<file path="config.mk">
export PLATFORM = sky130hd
export DESIGN_NAME = regfile_scoreboard
export DESIGN_NICKNAME = d
export VERILOG_FILES = /design/src/rtl/regfile_scoreboard_pkg.sv /design/src/rtl/regfile_scoreboard_sat_counter.sv /design/src/rtl/regfile_scoreboard.sv
export SDC_FILE = /design/constraint.sdc
export NUM_CORES = 1
export LEC_CHECK = 0
export CORE_MARGIN = 1.5
export CORE_UTILIZATION = 62
export CTS_BUF_LIST = sky130_fd_sc_hd__clkbuf_8
export DETAILED_ROUTE_END_ITERATION = 8
export GPL_TIMING_DRIVEN = 0
export PLACE_DENSITY = 0.88
export SLEW_MARGIN = 20
export SYNTH_ARGS = -nofsm -noshare
export SYNTH_HDL_FRONTEND = slang
export SYNTH_HIERARCHICAL = 1
export SYNTH_SLANG_ARGS = --single-unit
</file>
<file path="constraint.sdc">
create_clock -name clk -period 2.6 [get_ports clk]
set_input_delay 0.52 -clock clk [delete_from_list [all_inputs] [get_ports clk]]
set_output_delay 0.52 -clock clk [all_outputs]
set_load 0.03 [all_outputs]
</file>
<file path="src/rtl/regfile_scoreboard_pkg.sv">
// regfile_scoreboard_pkg
// Shared constants for the register-file scoreboard: register count,
// per-register in-flight counter width, register index width, the x0
// index and the width of the pipeline in-flight counter.
package regfile_scoreboard_pkg;

    localparam int SB_NREG   = 32;
    localparam int SB_CNT_W  = 2;
    localparam int RIDX_W    = 5;
    localparam int INF_W     = 2;

    localparam logic [RIDX_W-1:0] X0 = '0;

endpackage

</file>
<file path="src/rtl/regfile_scoreboard_sat_counter.sv">
// sb_sat_counter
// W-bit saturating up/down counter. Increment and decrement in the same
// cycle cancel. An increment at all-ones or a decrement at zero holds the
// count and raises err for that cycle.
// Ports:
//   clk, rst  clock, asynchronous active-high reset
//   inc, dec  count up / count down request
//   cnt       current count (registered)
//   err       combinational overflow/underflow pulse for this cycle
module sb_sat_counter #(
    parameter int W = 2
) (
    input  logic         clk,
    input  logic         rst,
    input  logic         inc,
    input  logic         dec,
    output logic [W-1:0] cnt,
    output logic         err
);

    localparam logic [W-1:0] CNT_MAX = '1;

    logic up;
    logic dn;

    assign up  = inc & ~dec;
    assign dn  = dec & ~inc;
    assign err = (up & (cnt == CNT_MAX)) | (dn & (cnt == '0));

    always_ff @(posedge clk or posedge rst) begin
        if (rst) begin
            cnt <= '0;
        end else if (up && (cnt != CNT_MAX)) begin
            cnt <= cnt + 1'b1;
        end else if (dn && (cnt != '0)) begin
            cnt <= cnt - 1'b1;
        end
    end

endmodule

</file>
<file path="src/rtl/regfile_scoreboard.sv">
// regfile_scoreboard
// Scoreboard beside decode: counts uncommitted writes per architectural
// register between issue (D->E) and write-back, tracks whether execute
// holds a load, and stalls decode when it reads the destination of that
// load. x0 is never tracked.
// Ports:
//   clk, rst                       clock, asynchronous active-high reset
//   iss_valid/rd/wen/is_load       D->E issue of one instruction
//   d_valid, d_rs1/2, d_use1/2     sources of the instruction held in decode
//   e_adv                          execute instruction moves to memory
//   ret_valid/rd/wen               write-back commit
//   sb_stall                       load-use stall for decode (combinational)
//   sb_busy                        per-register pending-write mask
//   sb_inflight                    instructions between issue and retire
//   sb_err                         sticky overflow/underflow flag
module regfile_scoreboard
    import regfile_scoreboard_pkg::*;
#(
    parameter int NREG  = SB_NREG,
    parameter int CNT_W = SB_CNT_W
) (
    input  logic              clk,
    input  logic              rst,
    input  logic              iss_valid,
    input  logic [RIDX_W-1:0] iss_rd,
    input  logic              iss_wen,
    input  logic              iss_is_load,
    input  logic              d_valid,
    input  logic [RIDX_W-1:0] d_rs1,
    input  logic [RIDX_W-1:0] d_rs2,
    input  logic              d_use1,
    input  logic              d_use2,
    input  logic              e_adv,
    input  logic              ret_valid,
    input  logic [RIDX_W-1:0] ret_rd,
    input  logic              ret_wen,
    output logic              sb_stall,
    output logic [NREG-1:0]   sb_busy,
    output logic [INF_W-1:0]  sb_inflight,
    output logic              sb_err
);

    logic [NREG-1:0]   reg_err;
    logic              inf_err;
    logic              ld_e_valid;
    logic [RIDX_W-1:0] ld_e_rd;
    logic              err;

    assign reg_err[0] = 1'b0;
    assign sb_busy[0] = 1'b0;

    // One saturating counter per tracked register; the index compare
    // excludes x0 because r starts at 1.
    for (genvar r = 1; r < NREG; r++) begin : g_reg
        logic [CNT_W-1:0] cnt;
        logic             inc;
        logic             dec;

        assign inc = iss_valid & iss_wen & (iss_rd == RIDX_W'(r));
        assign dec = ret_valid & ret_wen & (ret_rd == RIDX_W'(r));

        sb_sat_counter #(.W(CNT_W)) u_cnt (
            .clk (clk),
            .rst (rst),
            .inc (inc),
            .dec (dec),
            .cnt (cnt),
            .err (reg_err[r])
        );

        assign sb_busy[r] = |cnt;
    end

    // Pipeline occupancy counts every issue/retire regardless of wen.
    sb_sat_counter #(.W(INF_W)) u_inflight (
        .clk (clk),
        .rst (rst),
        .inc (iss_valid),
        .dec (ret_valid),
        .cnt (sb_inflight),
        .err (inf_err)
    );

    // Execute holds a single instruction, so one entry suffices. A new
    // issue replaces whatever was leaving execute in the same cycle.
    always_ff @(posedge clk or posedge rst) begin
        if (rst) begin
            ld_e_valid <= 1'b0;
            ld_e_rd    <= X0;
        end else if (iss_valid) begin
            ld_e_valid <= iss_is_load & iss_wen & (iss_rd != X0);
            ld_e_rd    <= iss_rd;
        end else if (e_adv) begin
            ld_e_valid <= 1'b0;
        end
    end

    always_ff @(posedge clk or posedge rst) begin
        if (rst) begin
            err <= 1'b0;
        end else if ((|reg_err) | inf_err) begin
            err <= 1'b1;
        end
    end

    assign sb_err = err;

    // ld_e_valid implies ld_e_rd != 0, so an rs of x0 never matches.
    assign sb_stall = d_valid & ld_e_valid &
                      ((d_use1 & (d_rs1 == ld_e_rd)) |
                       (d_use2 & (d_rs2 == ld_e_rd)));

endmodule

</file>
== Word level (Yosys, flattened, before mapping) ==
Cells that the tools add are included.
Word-level totals
  input port bits: 31
  logic and storage cells: 783
  output and inout port bits: 36
  bits in registers: 71
Cells by class
  reductions and logical operators: 194
  mux-type cells: 66
  $add $sub $neg: 64
  equality and inequality tests: 128
  bitwise logic cells: 296
Operator list (number)
  1-bit bitwise AND: 198
  5-bit == test, second input constant: 32
  2-bit nonzero test: 65
  2-bit 2-to-1 mux: 64
  5-bit by 4-bit == test with 1-bit output, second input constant: 16
  2-bit by 1-bit adder with 2-bit output, second input constant: 32
  2-bit == test, second input constant: 32
  1-bit logical AND: 64
  2-bit zero test: 32
  2-bit inequality test, second input constant: 32
  1-bit NOT: 64
  2-bit by 1-bit subtractor with 2-bit output, second input constant: 32
  2-bit OR reduction: 31
  5-bit by 3-bit == test with 1-bit output, second input constant: 8
  1-bit bitwise OR: 34
  31-bit OR reduction: 1
  5-bit by 2-bit == test with 1-bit output, second input constant: 4
  5-bit by 1-bit == test with 1-bit output, second input constant: 2
  5-bit == test: 2
  5-bit nonzero test: 1
  1-bit 2-to-1 mux: 2

== Logic depth before layout (Yosys ltp) ==
Gate-level depths: netlist (run 1).
  depth in word-level cells: 8
  mapped depth: 12

== By module ==
The synthesis (run 1) kept the hierarchy.
Modules (own cells, without submodules)
  sb_sat_counter: area an instance 122.6 um^2, times used 32, cells each 15
  regfile_scoreboard: area an instance 1164.9 um^2, times used 1, cells each 187

== Worst setup path after synthesis (run 1) ==
No wires, ideal clock.
  path kind: in2reg
  start point: input iss_rd[2]
  end point: register err, in the netlist sb_err
  arrival time: 2336 ps
  path slack: 135 ps
  stages on the path: 9
  library setup time: 129 ps
  data required time: 2471 ps
  buffers on the path: 1
  cells stage by stage: buf_4 -> nand2b_4 -> or3_1 -> nor3_1 -> nand2b_1 -> o31ai_1 -> or4_1 -> nor4_1 -> nand2_1
Between the ends
  longest elaborated chain between the ends: 8
  elaborated cells between the ends (all ways): 250
RTL lines
  from (decl): RTL line regfile_scoreboard.sv:25  | input logic [RIDX_W-1:0] iss_rd,
  5-bit by 4-bit == test with 1-bit output (*): RTL line regfile_scoreboard.sv:59  | assign inc = iss_valid & iss_wen & (iss_rd == RIDX_W'(r));
  1-bit bitwise AND (*): RTL line regfile_scoreboard.sv:59
  via g_reg[8].inc: RTL line regfile_scoreboard.sv:56  | logic inc;
  1-bit NOT: RTL line regfile_scoreboard_sat_counter.sv:27  | assign dn = dec & ~inc;
  1-bit bitwise AND: RTL line regfile_scoreboard_sat_counter.sv:27
  1-bit bitwise AND: RTL line regfile_scoreboard_sat_counter.sv:28  | assign err = (up & (cnt == CNT_MAX)) | (dn & (cnt == '0));
  1-bit bitwise OR (*): RTL line regfile_scoreboard_sat_counter.sv:28
  via reg_err[8]: RTL line regfile_scoreboard.sv:43  | logic [NREG-1:0] reg_err;
  31-bit OR reduction (*): RTL line regfile_scoreboard.sv:101  | end else if ((|reg_err) | inf_err) begin
  1-bit bitwise OR (*): RTL line regfile_scoreboard.sv:101
  to (signal assigned): RTL line regfile_scoreboard.sv:100  | err <= 1'b0;
  to (signal assigned): RTL line regfile_scoreboard.sv:102  | err <= 1'b1;
  to (decl): RTL line regfile_scoreboard.sv:47  | logic err;
Mark *: on every way through the listed nets, which the timed path passes. The rest lies on a longest branch.
A chain may end at the register's enable or synchronous reset.

== Worst setup path after layout (run 1) ==
  start point: input ret_rd[3]
  end point: register err, in the netlist sb_err
Between the ends
  longest elaborated chain between the ends: 8
  elaborated cells between the ends (all ways): 250
RTL lines
  from (decl): RTL line regfile_scoreboard.sv:35  | input logic [RIDX_W-1:0] ret_rd,
  5-bit by 3-bit == test with 1-bit output (*): RTL line regfile_scoreboard.sv:60  | assign dec = ret_valid & ret_wen & (ret_rd == RIDX_W'(r));
  1-bit bitwise AND (*): RTL line regfile_scoreboard.sv:60
  via g_reg[5].dec: RTL line regfile_scoreboard.sv:57  | logic dec;
  1-bit NOT: RTL line regfile_scoreboard_sat_counter.sv:26  | assign up = inc & ~dec;
  1-bit bitwise AND: RTL line regfile_scoreboard_sat_counter.sv:26
  1-bit bitwise AND: RTL line regfile_scoreboard_sat_counter.sv:28
  1-bit bitwise OR (*): RTL line regfile_scoreboard_sat_counter.sv:28
  via reg_err[5]: RTL line regfile_scoreboard.sv:43
  31-bit OR reduction (*): RTL line regfile_scoreboard.sv:101
  1-bit bitwise OR (*): RTL line regfile_scoreboard.sv:101
Marked as above.

==> results of run 1 <==
==> per-layer routing <==
metal / up-vias / part of all wire [%]
li1: 2497 / -
met3: 88 / 7.6
met5: - / 0
met4: 0 / 4.9
met1: 2552 / 38
met2: 296 / 50
==> through the flow <==
step	hold WS, ps	power (mW)	setup slack, ps
finish	336	3.45	-69.9
global route	361	3.60	-119
CTS	345	3.40	-147
detailed placement	528	2.42	-1090
global placement	518	2.39	-1050
floorplan	261	2.03	135
==> logic make-up after synthesis <==
kind of cell | Yosys count | share of synthesized area (%)
flip-flops | 71 | 34.9
multiplexers | 5 | 1.11
buffers and inverters | 42 | 3.34
AND/OR/NAND/NOR | 407 | 44.3
XOR/XNOR | 10 | 1.72
other | 1 | 0.0737
AO/OA/AOI/OAI | 131 | 14.5
==> timing repair <==
| item | 4_1_cts | 5_1_grt |
|---|---|---|
| pin swaps | 8 | 16 |
| cloned | 0 | 2 |
| setup endpoints to repair | 2 | 2 |
| hold endpoints to repair | 0 | 0 |
| gates resized for setup | 47 | 66 |
| buffers inserted | 2 | 16 |
==> cell usage after synthesis, drive strengths merged <==
cell type,count
a21oi,64
and3,3
and3b,32
buf,4
clkbuf,5
conb,1
dfrtp,71
inv,33
mux2,5
nand2,12
nand2b,41
nand3,38
nand3b,4
nand4,3
nor2,121
nor2b,32
nor3,42
nor4,9
o2111ai,1
o21ai,34
o31ai,32
or2,32
or2b,32
or3,5
or4,1
xnor2,6
xor2,4
==> state kept, by name, summed over array words and instances (netlist names) <==
name	cells
u_inflight/cnt	2
sb_err	1
ld_e_rd	5
ld_e_valid	1
g.u_cnt/cnt	62
==> report_power, final <==
group	total, mW	internal, mW	switching (mW)
clock	0.973	0.533	0.440
sequential	1.43	1.23	0.199
combinational	1.05	0.476	0.572
==> worst max-delay path, stage by stage <==
cell                       delay (ps)
sky130_fd_sc_hd__clkbuf_2         150
sky130_fd_sc_hd__nand2b_4         190
sky130_fd_sc_hd__or3_4            440
sky130_fd_sc_hd__nor2_4           170
sky130_fd_sc_hd__nor2b_1          120
sky130_fd_sc_hd__nand3_1          130
sky130_fd_sc_hd__o31ai_1           80
sky130_fd_sc_hd__nor4_1           430
sky130_fd_sc_hd__nand4_1          270
sky130_fd_sc_hd__nor4_4           320
sky130_fd_sc_hd__nand2_1           90
==> how the worst max path moves through the flow <==
stage,to,cells after the start,start
finish,sb_err,11,ret_rd[3]
global route,sb_err,11,ret_rd[2]
CTS,sb_err,10,iss_rd[4]
detailed placement,sb_err,11,iss_valid
global placement,sb_err,11,iss_valid
floorplan,sb_err,9,iss_rd[2]
==> final cells by class <==
type	instances	area share, %
Clock inverter	7	1.36
Inverter	33	1.90
Sequential cell	71	27.3
Buffer	8	1.21
Clock buffer	9	1.90
Timing Repair Buffer	83	11.8
Tap cell	102	1.96
Multi-Input combinational cell	554	52.6
==> implementation parameters, run 1 <==
Parameter                              Value

Routing
  Routed via count ... 5,433
  Detailed-route wire length per cell ... 17.5 um
  Total Wirelength ... 15,200 um
  Vias per cell ... ~6.3
  Number of nets with antenna violations after detailed routing ... 0
  DRT Pass-1 Iters ... 6
  Initial drt markers ... between 400 and 500
  DR DRC count ... 0

Layout
  Fin cells ... 867
  Most common library cell in the layout ignoring fill and taps ... sky130_fd_sc_hd__nor2_1
  Commonest cells after routing, fill and taps aside ... 98 x sky130_fd_sc_hd__nor2_1, 71 x sky130_fd_sc_hd__dfrtp_1, 64 x sky130_fd_sc_hd__a21oi_1
  Post-layout nets ... 791
  Core utilization of the finished layout ... just over 80%
  Diode insertion count for antenna repair ... 0
  Register Area ... 1780 um^2
  Multi-input logic area ... 3430 um^2
  Final standard cell area without fillers ... 6510 um^2
  Number of fill cells in the layout ... between 400 and 500
  Area overhead of the layout relative to synthesis ... 28.0%
  Layout cells sized above 1 ... between 10% and 20%

Placement
  Placer congestion estimate ... approximately 0.87
  Placed Instance Area ... about 5800 um^2
  Total instance count after detailed placement ... 832
  Final HPWL DP ... 9620 um
  Port Buffers ... 63

Logic synthesis
  Cell variety after synth ... 31
  Gate count after technology mapping ... roughly 670
  Mapped Area ... 5090 um^2
  Avg Cell Area, Syn ... 7.63 um^2
  Dominant cells by area after synthesis ... sky130_fd_sc_hd__dfrtp_1 35%, sky130_fd_sc_hd__nor2_1 8.9%, sky130_fd_sc_hd__a21oi_1 6.3%
  Post-synthesis sequential element count ... about 70
  Library cell with the largest summed area after synthesis ... sky130_fd_sc_hd__dfrtp_1
  Area share of the largest cell type after synthesis ... 34.9%
  Yosys warning total ... 6
  Post-synthesis sequential area ratio ... 34.9%
  Post-synthesis net count ... roughly 700

Timing
  Total of endpoints with negative setup slack in the final report ... 1
  Min setup slack post-route ... -69.9 ps
  Worst-case clock skew ... between 10 and 15 ps
  Min Tclk post-route ... between 2000 and 3000 ps
  Least-Margin Pin Slew ... 743 ps
  Part of the cycle the worst path needs ... 103%
  Total count of max-transition violations in the final report ... 0
  Number of hold violations in the final report ... 0
  Maximum frequency from static timing analysis ... 375 MHz
  Setup Total Neg Slack ... -69.9 ps
  Remaining max-slew budget at the tightest pin ... 50.5%

Clock network
  Number of buffers inserted by hold repair at cts ... 0
  Number of clock buffers inserted by TritonCTS ... 9
  CTS Root Buffer Type ... sky130_fd_sc_hd__clkbuf_8
  H-tree depth ... 3
  CTS tree ... done
  Longest Clk Path Bufs ... 2
  Clock Latency Late Sink ... 370 ps
  Num Clock Sinks ... 71
  Reg clk slew, reported paths ... 80 ps

Setup path
  Required time of the worst setup path ... 2840 ps
  Reg2reg path depth ... 6
  Critical path data arrival time ... 2910 ps
  Reg-to-Reg End ... sb_err
  Endpoint kind of the worst setup timing path ... flip-flop
  Crit path launch type ... input pin
  Worst reg2reg setup slack ... 670 ps
  Startpoint of the worst-slack reg-to-reg timing path ... g_reg[5].u_cnt/cnt[1]
  Setup CP Type ... in2reg
  Largest driver fanout on the critical path ... 5

GRT
  All-layer global routing usage ... 31.8%
  Largest net degree at the start of global routing ... 34
  Vias in the first global route ... 4,948
  Initial antenna violation count ... 0
  Met3 track demand over resource ... 7.64%
  Met2 Use GR ... 53.1%
  Aggregate global routing overflow ... 0
  First-pass GRT wire length ... approximately 22,000 um
  Gr busiest metal ... met2
  Global routing met1 resource utilization ... 37.7%

Job
  Max-Cap Viols ... 0

Floorplanning
  Placeable core region ... 7850 um^2
  Ports ... 67
  Y dimension of the die ... between 90 and 100 um
  Die area ... 8760 um^2
  Initial standard-cell utilization of the core ... 64.8%
  Placement Rows ... 32
  Horiz. Die Dim ... 93.6 um

Run status
  Violations in the final reports ... negative setup slack
  Status ... complete, but fails checks

Min path
  Class of the tightest hold or removal check ... in2async

Power and ir drop
  Leak pwr ... about 2.9 nW
  Worst voltage drop across the vdd grid ... 389 uV
  Pwr dens ... 530 nW/um^2
No activity file was read; power rests on OpenSTA's default activity.
==> run 2: changes to the inputs <==
CORE_UTILIZATION = 58   (was 62)
PLACE_DENSITY = 0.83   (was 0.88)
clock period = 2.8 ns   (was 2.6 ns; I/O delays follow)
==> run 2 against run 1 <==
The run now ends clean; wire length fell by 7.4%; final cell count fell by 0.58%; clock-buffer cell count rose by 1; sequential share of layout area rose by 0.12 points; non-clock buffer count fell by 8.
==> implementation parameters, run 2 (same netlist as run 1, synthesis figures left out) <==
Parameter                              Value

Run status
  Status ... finished, final reports clean

Setup path
  Reg-to-Reg End ... sb_err
  Dominant delay contributor by cell family on the critical path ... simple AND/OR/NAND/NOR gates
  Largest driver fanout on the critical path ... 9
  Worst reg2reg setup slack ... 910 ps
  Crit path launch type ... input pin
  Startpoint of the worst-slack reg-to-reg timing path ... g_reg[31].u_cnt/cnt[1]
  Critical path data arrival time ... 3020 ps
  Number of buffers and inverters on the critical path ... 2
  Endpoint kind of the worst setup timing path ... flip-flop
  Reg2reg path depth ... 6
  Library cell appearing most often on the critical path ... sky130_fd_sc_hd__nand2_1
  Cell type of the slowest stage on the worst timing path ... sky130_fd_sc_hd__or3_4
  Crit-path max cell delay ... about 450 ps
  Setup CP Type ... in2reg
  Sequence of cells on the critical path ... dlygate4sd2_1 > buf_6 > nand2_1 > or3_4 > nor2_2 > nand2b_4 > o31ai_1 > nor4_2 > nand4_1 > nor4_4 > nand2_1
  Required time of the worst setup path ... 3020 ps
  Stages on the worst setup path ... 11

Clock network
  CTS Root Buffer Type ... sky130_fd_sc_hd__clkbuf_8
  Num Clock Sinks ... 71
  CTS tree ... done
  H-tree depth ... 3
  Number of buffers inserted by hold repair at cts ... 0
  Reg clk slew, reported paths ... approximately 70 ps
  Clock Latency Late Sink ... roughly 350 ps
  Number of clock buffers inserted by TritonCTS ... 9
  Longest Clk Path Bufs ... 2

GRT
  Aggregate global routing overflow ... 0
  Initial antenna violation count ... 0
  Vias in the first global route ... 4,901
  Largest net degree at the start of global routing ... 34
  First-pass GRT wire length ... 21,600 um
  All-layer global routing usage ... 27.8%

Timing
  Min setup slack post-route ... 0.619 ps
  Worst-case clock skew ... 11.9 ps
  Least-Margin Pin Slew ... approximately 780 ps
  Min Tclk post-route ... 2800 ps
  Remaining max-slew budget at the tightest pin ... 48.3%
  Final hold slack ... just over 400 ps
  Total of endpoints with negative setup slack in the final report ... 0
  Total count of max-transition violations in the final report ... 0
  Setup Total Neg Slack ... 0 ps
  Maximum frequency from static timing analysis ... 357 MHz
  Part of the cycle the worst path needs ... 100%
  Number of hold violations in the final report ... 0

Floorplanning
  Die area ... roughly 9300 um^2
  Ports ... 67
  Initial standard-cell utilization of the core ... 61.0%
  Placeable core region ... 8340 um^2
  Y dimension of the die ... 96.7 um
  Horiz. Die Dim ... 96.7 um
  Placement Rows ... 33

Power and ir drop
  Pwr dens ... 478 nW/um^2
  Leak pwr ... 2.84 nW
  Total power after layout ... between 3 and 4 mW
  Worst voltage drop across the vdd grid ... ~360 uV

Placement
  Port Buffers ... between 60 and 70
  Placer congestion estimate ... 0.814
  Worst Setup Slack post-DPL ... -927 ps
  Final HPWL DP ... 9650 um

Layout
  Number of fill cells in the layout ... roughly 570
  Core utilization of the finished layout ... ~78%
  Max FFs per register ... between 60 and 70
  Layout cells sized above 1 ... ~17%
  Largest Register ... g.u_cnt/cnt
  Multi-input logic area ... 3460 um^2
  Post-layout nets ... 783
  Commonest cells after routing, fill and taps aside ... 100 x sky130_fd_sc_hd__nor2_1, 71 x sky130_fd_sc_hd__dfrtp_1, 64 x sky130_fd_sc_hd__a21oi_1
  Most common library cell in the layout ignoring fill and taps ... sky130_fd_sc_hd__nor2_1
  Register Area ... 1780 um^2
  Diode insertion count for antenna repair ... 0
  Top flop regs ... g.u_cnt/cnt: 62 flops, ld_e_rd: 5 flops, u_inflight/cnt: 2 flops
  Area overhead of the layout relative to synthesis ... 27.4%

Min path
  Class of the tightest hold or removal check ... in2async

Routing
  DR DRC count ... 0
  Total Wirelength ... 14,000 um
  Routed via count ... 5,258
  Vias per cell ... approximately 6.1
  Initial drt markers ... 342
  Detailed-route wire length per cell ... 16.3 um
  Number of nets with antenna violations after detailed routing ... 0
  DRT Pass-1 Iters ... 6

Job
  Max-Cap Viols ... 0
## run 2: cell count changes in the layout (fill, tap and decap cells not counted), moves of 2 or more
cell                              before  now
sky130_fd_sc_hd__buf_4                21   15
sky130_fd_sc_hd__clkbuf_2              5    0
sky130_fd_sc_hd__dlygate4sd2_1         0    5
sky130_fd_sc_hd__clkdlybuf4s50_1      49   52
sky130_fd_sc_hd__dlymetal6s2s_1        8    5
sky130_fd_sc_hd__nor2_2               17   14
sky130_fd_sc_hd__buf_2                 3    1
sky130_fd_sc_hd__clkinvlp_4            2    0
sky130_fd_sc_hd__nand3_1              37   35
sky130_fd_sc_hd__nor2_1               98  100
## run 2: power by group
part | internal, mW | leakage [nW] | switching [mW]
Sequential | 1.14 | 0.930 | 0.176
Clock | 0.425 | 0.108 | 0.391
Combinational | 0.439 | 1.80 | 0.522
## run 2: timing repair
| action | CTS | global route |
|---|---|---|
| cloned | 0 | 0 |
| resized for setup | 40 | 64 |
| pin swaps | 6 | 11 |
| setup buffers | 4 | 8 |
| setup endpoints to repair | 2 | 1 |
## run 2: layout make-up
type                    count  area share [%]
plain buffers               8            1.22
clock buffers              10            2.12
clock inverters             6           0.811
inverters                  33            1.91
multi-input cells         554            53.4
flip-flops and latches     71            27.4
well taps                 105            2.03
repair buffers             75            11.1
## run 2: how the worst max path moves through the flow
stage               from     end  slack (ps)
6_report       iss_valid  sb_err         0.6
5_1_grt        ret_rd[0]  sb_err         -90
4_1_cts        iss_rd[4]  sb_err         -30
3_5_place_dp   iss_valid  sb_err        -930
3_3_place_gp   iss_valid  sb_err        -850
2_1_floorplan  iss_rd[2]  sb_err         300
## run 2: stage by stage
step / cells / cell area [um^2]
6_report: 862 / 6480
3_3_place_gp: 835 / 5850
5_1_grt: 862 / 6480
4_1_cts: 855 / 6190
2_1_floorplan: 667 / 5090
3_5_place_dp: 835 / 5850
## run 2: routing by layer
| metal | track usage, % | part of all wire [%] | vias up |
|---|---|---|---|
| met5 | 0 | 0 | - |
| met4 | 11.8 | 3.5 | 0 |
| met3 | 4.41 | 6.5 | 44 |
| met2 | 48.6 | 51 | 247 |
| met1 | 34.0 | 39 | 2489 |
| li1 | - | - | 2478 |
==> run 3: changes to the inputs <==
GPL_TIMING_DRIVEN = unset   (was 0)
==> run 3 against run 2 <==
The flow now finishes with violations (negative setup slack); die area did not move; fmax fell by 0.26%; first-iteration DRC count rose by 44%; critical path depth did not move; clock power rose by 19%; total power rose by 7.1%; sequential share of layout area fell by 3.0 points; setup slack got worse by 7.2 ps.
==> implementation parameters, run 3 (same netlist as run 1, synthesis figures left out) <==
Parameter                              Value

Clock network
  Number of buffers inserted by hold repair at cts ... 0
  Clock Latency Late Sink ... about 360 ps
  CTS Root Buffer Type ... sky130_fd_sc_hd__clkbuf_8
  Longest Clk Path Bufs ... 2
  Reg clk slew, reported paths ... around 80 ps
  Num Clock Sinks ... 71
  CTS tree ... done
  H-tree depth ... 3
  Number of clock buffers inserted by TritonCTS ... 9

Timing
  Final hold slack ... 536 ps
  Min Tclk post-route ... 2810 ps
  Number of hold violations in the final report ... 0
  Total of endpoints with negative setup slack in the final report ... 1
  Worst-case clock skew ... 9.45 ps
  Total count of max-transition violations in the final report ... 0
  Least-Margin Pin Slew ... slightly below 800 ps
  Remaining max-slew budget at the tightest pin ... 48.2%
  Part of the cycle the worst path needs ... 100%
  Min setup slack post-route ... -6.61 ps
  Maximum frequency from static timing analysis ... 356 MHz

Setup path
  Endpoint kind of the worst setup timing path ... flip-flop
  Reg-to-Reg End ... sb_err
  Cell type of the slowest stage on the worst timing path ... sky130_fd_sc_hd__clkdlybuf4s50_1
  Critical path data arrival time ... 3040 ps
  Stages on the worst setup path ... 11
  Critical path startpoint ... ret_wen
  Sequence of cells on the critical path ... clkdlybuf4s50_1 > nand2_2 > or3_4 > nor3_2 > nor2b_1 > nand3_1 > o31ai_1 > nor4_2 > nand4_1 > nor4_4 > nand2_1
  Worst reg2reg setup slack ... 1040 ps
  Crit path launch type ... input pin
  Number of buffers and inverters on the critical path ... 1
  Dominant delay contributor by cell family on the critical path ... simple AND/OR/NAND/NOR gates
  Largest driver fanout on the critical path ... 4
  Endpoint of the worst setup timing path ... sb_err
  Required time of the worst setup path ... 3030 ps
  Setup CP Type ... in2reg
  Startpoint of the worst-slack reg-to-reg timing path ... g_reg[28].u_cnt/cnt[1]
  Reg2reg path depth ... 7
  Crit-path max cell delay ... 550 ps

Routing
  Number of nets with antenna violations after detailed routing ... 0
  Initial drt markers ... 492
  Total Wirelength ... 16,800 um
  DR DRC count ... 0
  Detailed-route wire length per cell ... 17.2 um
  Routed via count ... just under 6,000
  DRT Pass-1 Iters ... 7
  Vias per cell ... 6.00

Floorplanning
  Ports ... 67
  Placeable core region ... 8340 um^2
  Initial standard-cell utilization of the core ... 61.0%
  Horiz. Die Dim ... 96.7 um
  Placement Rows ... 33
  Y dimension of the die ... roughly 97 um
  Die area ... 9340 um^2

Power and ir drop
  Pwr dens ... approximately 460 nW/um^2
  Worst voltage drop across the vdd grid ... 292 uV
  Leak pwr ... 3.43 nW

Min path
  Class of the tightest hold or removal check ... reg2reg

Layout
  Core utilization of the finished layout ... 87.3%
  Final standard cell area without fillers ... 7280 um^2
  Top flop regs ... g.u_cnt/cnt: 62 flops, ld_e_rd: 5 flops, u_inflight/cnt: 2 flops
  Area overhead of the layout relative to synthesis ... 43.1%
  Layout cells sized above 1 ... 26.0%
  Largest Register ... g.u_cnt/cnt
  Post-layout nets ... ~900
  Most common library cell in the layout ignoring fill and taps ... sky130_fd_sc_hd__buf_4
  Commonest cells after routing, fill and taps aside ... 135 x sky130_fd_sc_hd__buf_4, 105 x sky130_fd_sc_hd__nor2_1, 71 x sky130_fd_sc_hd__dfrtp_1
  Max FFs per register ... 62

GRT
  Initial antenna violation count ... 1
  Largest net degree at the start of global routing ... 20
  Vias in the first global route ... ~5,700
  All-layer global routing usage ... 32.9%
  Aggregate global routing overflow ... 0
  First-pass GRT wire length ... 25,200 um

Placement
  Final HPWL DP ... 11,500 um
  Port Buffers ... 65
  Placer congestion estimate ... 0.981
  Placed Instance Area ... 6810 um^2

Run status
  Violations in the final reports ... negative setup slack
  Status ... complete, but fails checks

Job
  Max-Cap Viols ... 0
run 3: changes by cell type in the layout (fill, tap and decap cells not counted), moves of 5 or more:
cell	change
sky130_fd_sc_hd__buf_6	-5
sky130_fd_sc_hd__buf_4	+120
sky130_fd_sc_hd__nor2_4	-7
sky130_fd_sc_hd__dlymetal6s2s_1	+6
sky130_fd_sc_hd__dlygate4sd2_1	-5
sky130_fd_sc_hd__nand2b_1	+6
sky130_fd_sc_hd__nor2_1	+5
sky130_fd_sc_hd__nand2b_4	-6
run 3: per-stage QoR:
stage	setup slack (ps)	instances	power, mW	setup TNS, ps
global route	-62.4	979	3.44	-62.4
CTS	11.8	976	3.28	0
finish	-6.61	979	3.32	-6.61
floorplan	295	667	1.88	0
detailed placement	-578	960	2.30	-578
global placement	-525	960	2.26	-525
run 3: what timing repair did:
item	CTS	global route
endpoints found under the hold margin	0	0
pin swaps	0	8
endpoints found under the setup margin	1	1
buffers inserted	0	2
gates resized for setup	7	48
run 3: worst register-to-register path: stages, from the launching register on:
cell                      delay, ps
sky130_fd_sc_hd__dfrtp_1        440
sky130_fd_sc_hd__nand3_1        110
sky130_fd_sc_hd__o31ai_1        100
sky130_fd_sc_hd__nor4_1         370
sky130_fd_sc_hd__nand2_1        160
sky130_fd_sc_hd__nor4_4         240
sky130_fd_sc_hd__buf_4          160
sky130_fd_sc_hd__nand2_1         50
run 3: per-layer routing:
| metal | global-route usage, % | up-vias | wire length (um) |
|---|---|---|---|
| met1 | 36.5 | 2783 | 6400 |
| met2 | 58.4 | 296 | 8460 |
| met3 | 6.29 | 74 | 1240 |
| li1 | - | 2717 | - |
| met4 | 19.1 | 0 | 748 |
| met5 | 0 | - | 0 |
run 3: worst min-delay path by stage:
stage | to | slack, ps | depth (start not counted) | startpoint
6_report | g_reg[31].u_cnt/cnt[0] | 540 | 1 | g_reg[31].u_cnt/cnt[0]
5_1_grt | g_reg[31].u_cnt/cnt[0] | 570 | 1 | g_reg[31].u_cnt/cnt[0]
4_1_cts | g_reg[31].u_cnt/cnt[0] | 540 | 1 | g_reg[31].u_cnt/cnt[0]
3_5_place_dp | g_reg[19].u_cnt/cnt[0] | 530 | 1 | g_reg[19].u_cnt/cnt[0]
3_3_place_gp | g_reg[30].u_cnt/cnt[0] | 520 | 1 | g_reg[30].u_cnt/cnt[0]
2_1_floorplan | g_reg[10].u_cnt/cnt[0] | 300 | 1 | rst
run 3: area by class of cell:
cell class,count,area (um^2)
well taps,105,131
inverters,33,124
diodes,1,2.50
clock inverters,5,80.1
multi-input cells,554,3330
clock buffers,11,151
flip-flops and latches,71,1780
repair buffers,199,1680
fillers,428,1060
run 3: where the power goes:
group | total, mW | switching [mW] | internal (mW)
combinational | 1.01 | 0.547 | 0.463
clock | 0.976 | 0.427 | 0.549
sequential | 1.33 | 0.189 | 1.14
total | 3.32 | 1.16 | 2.15
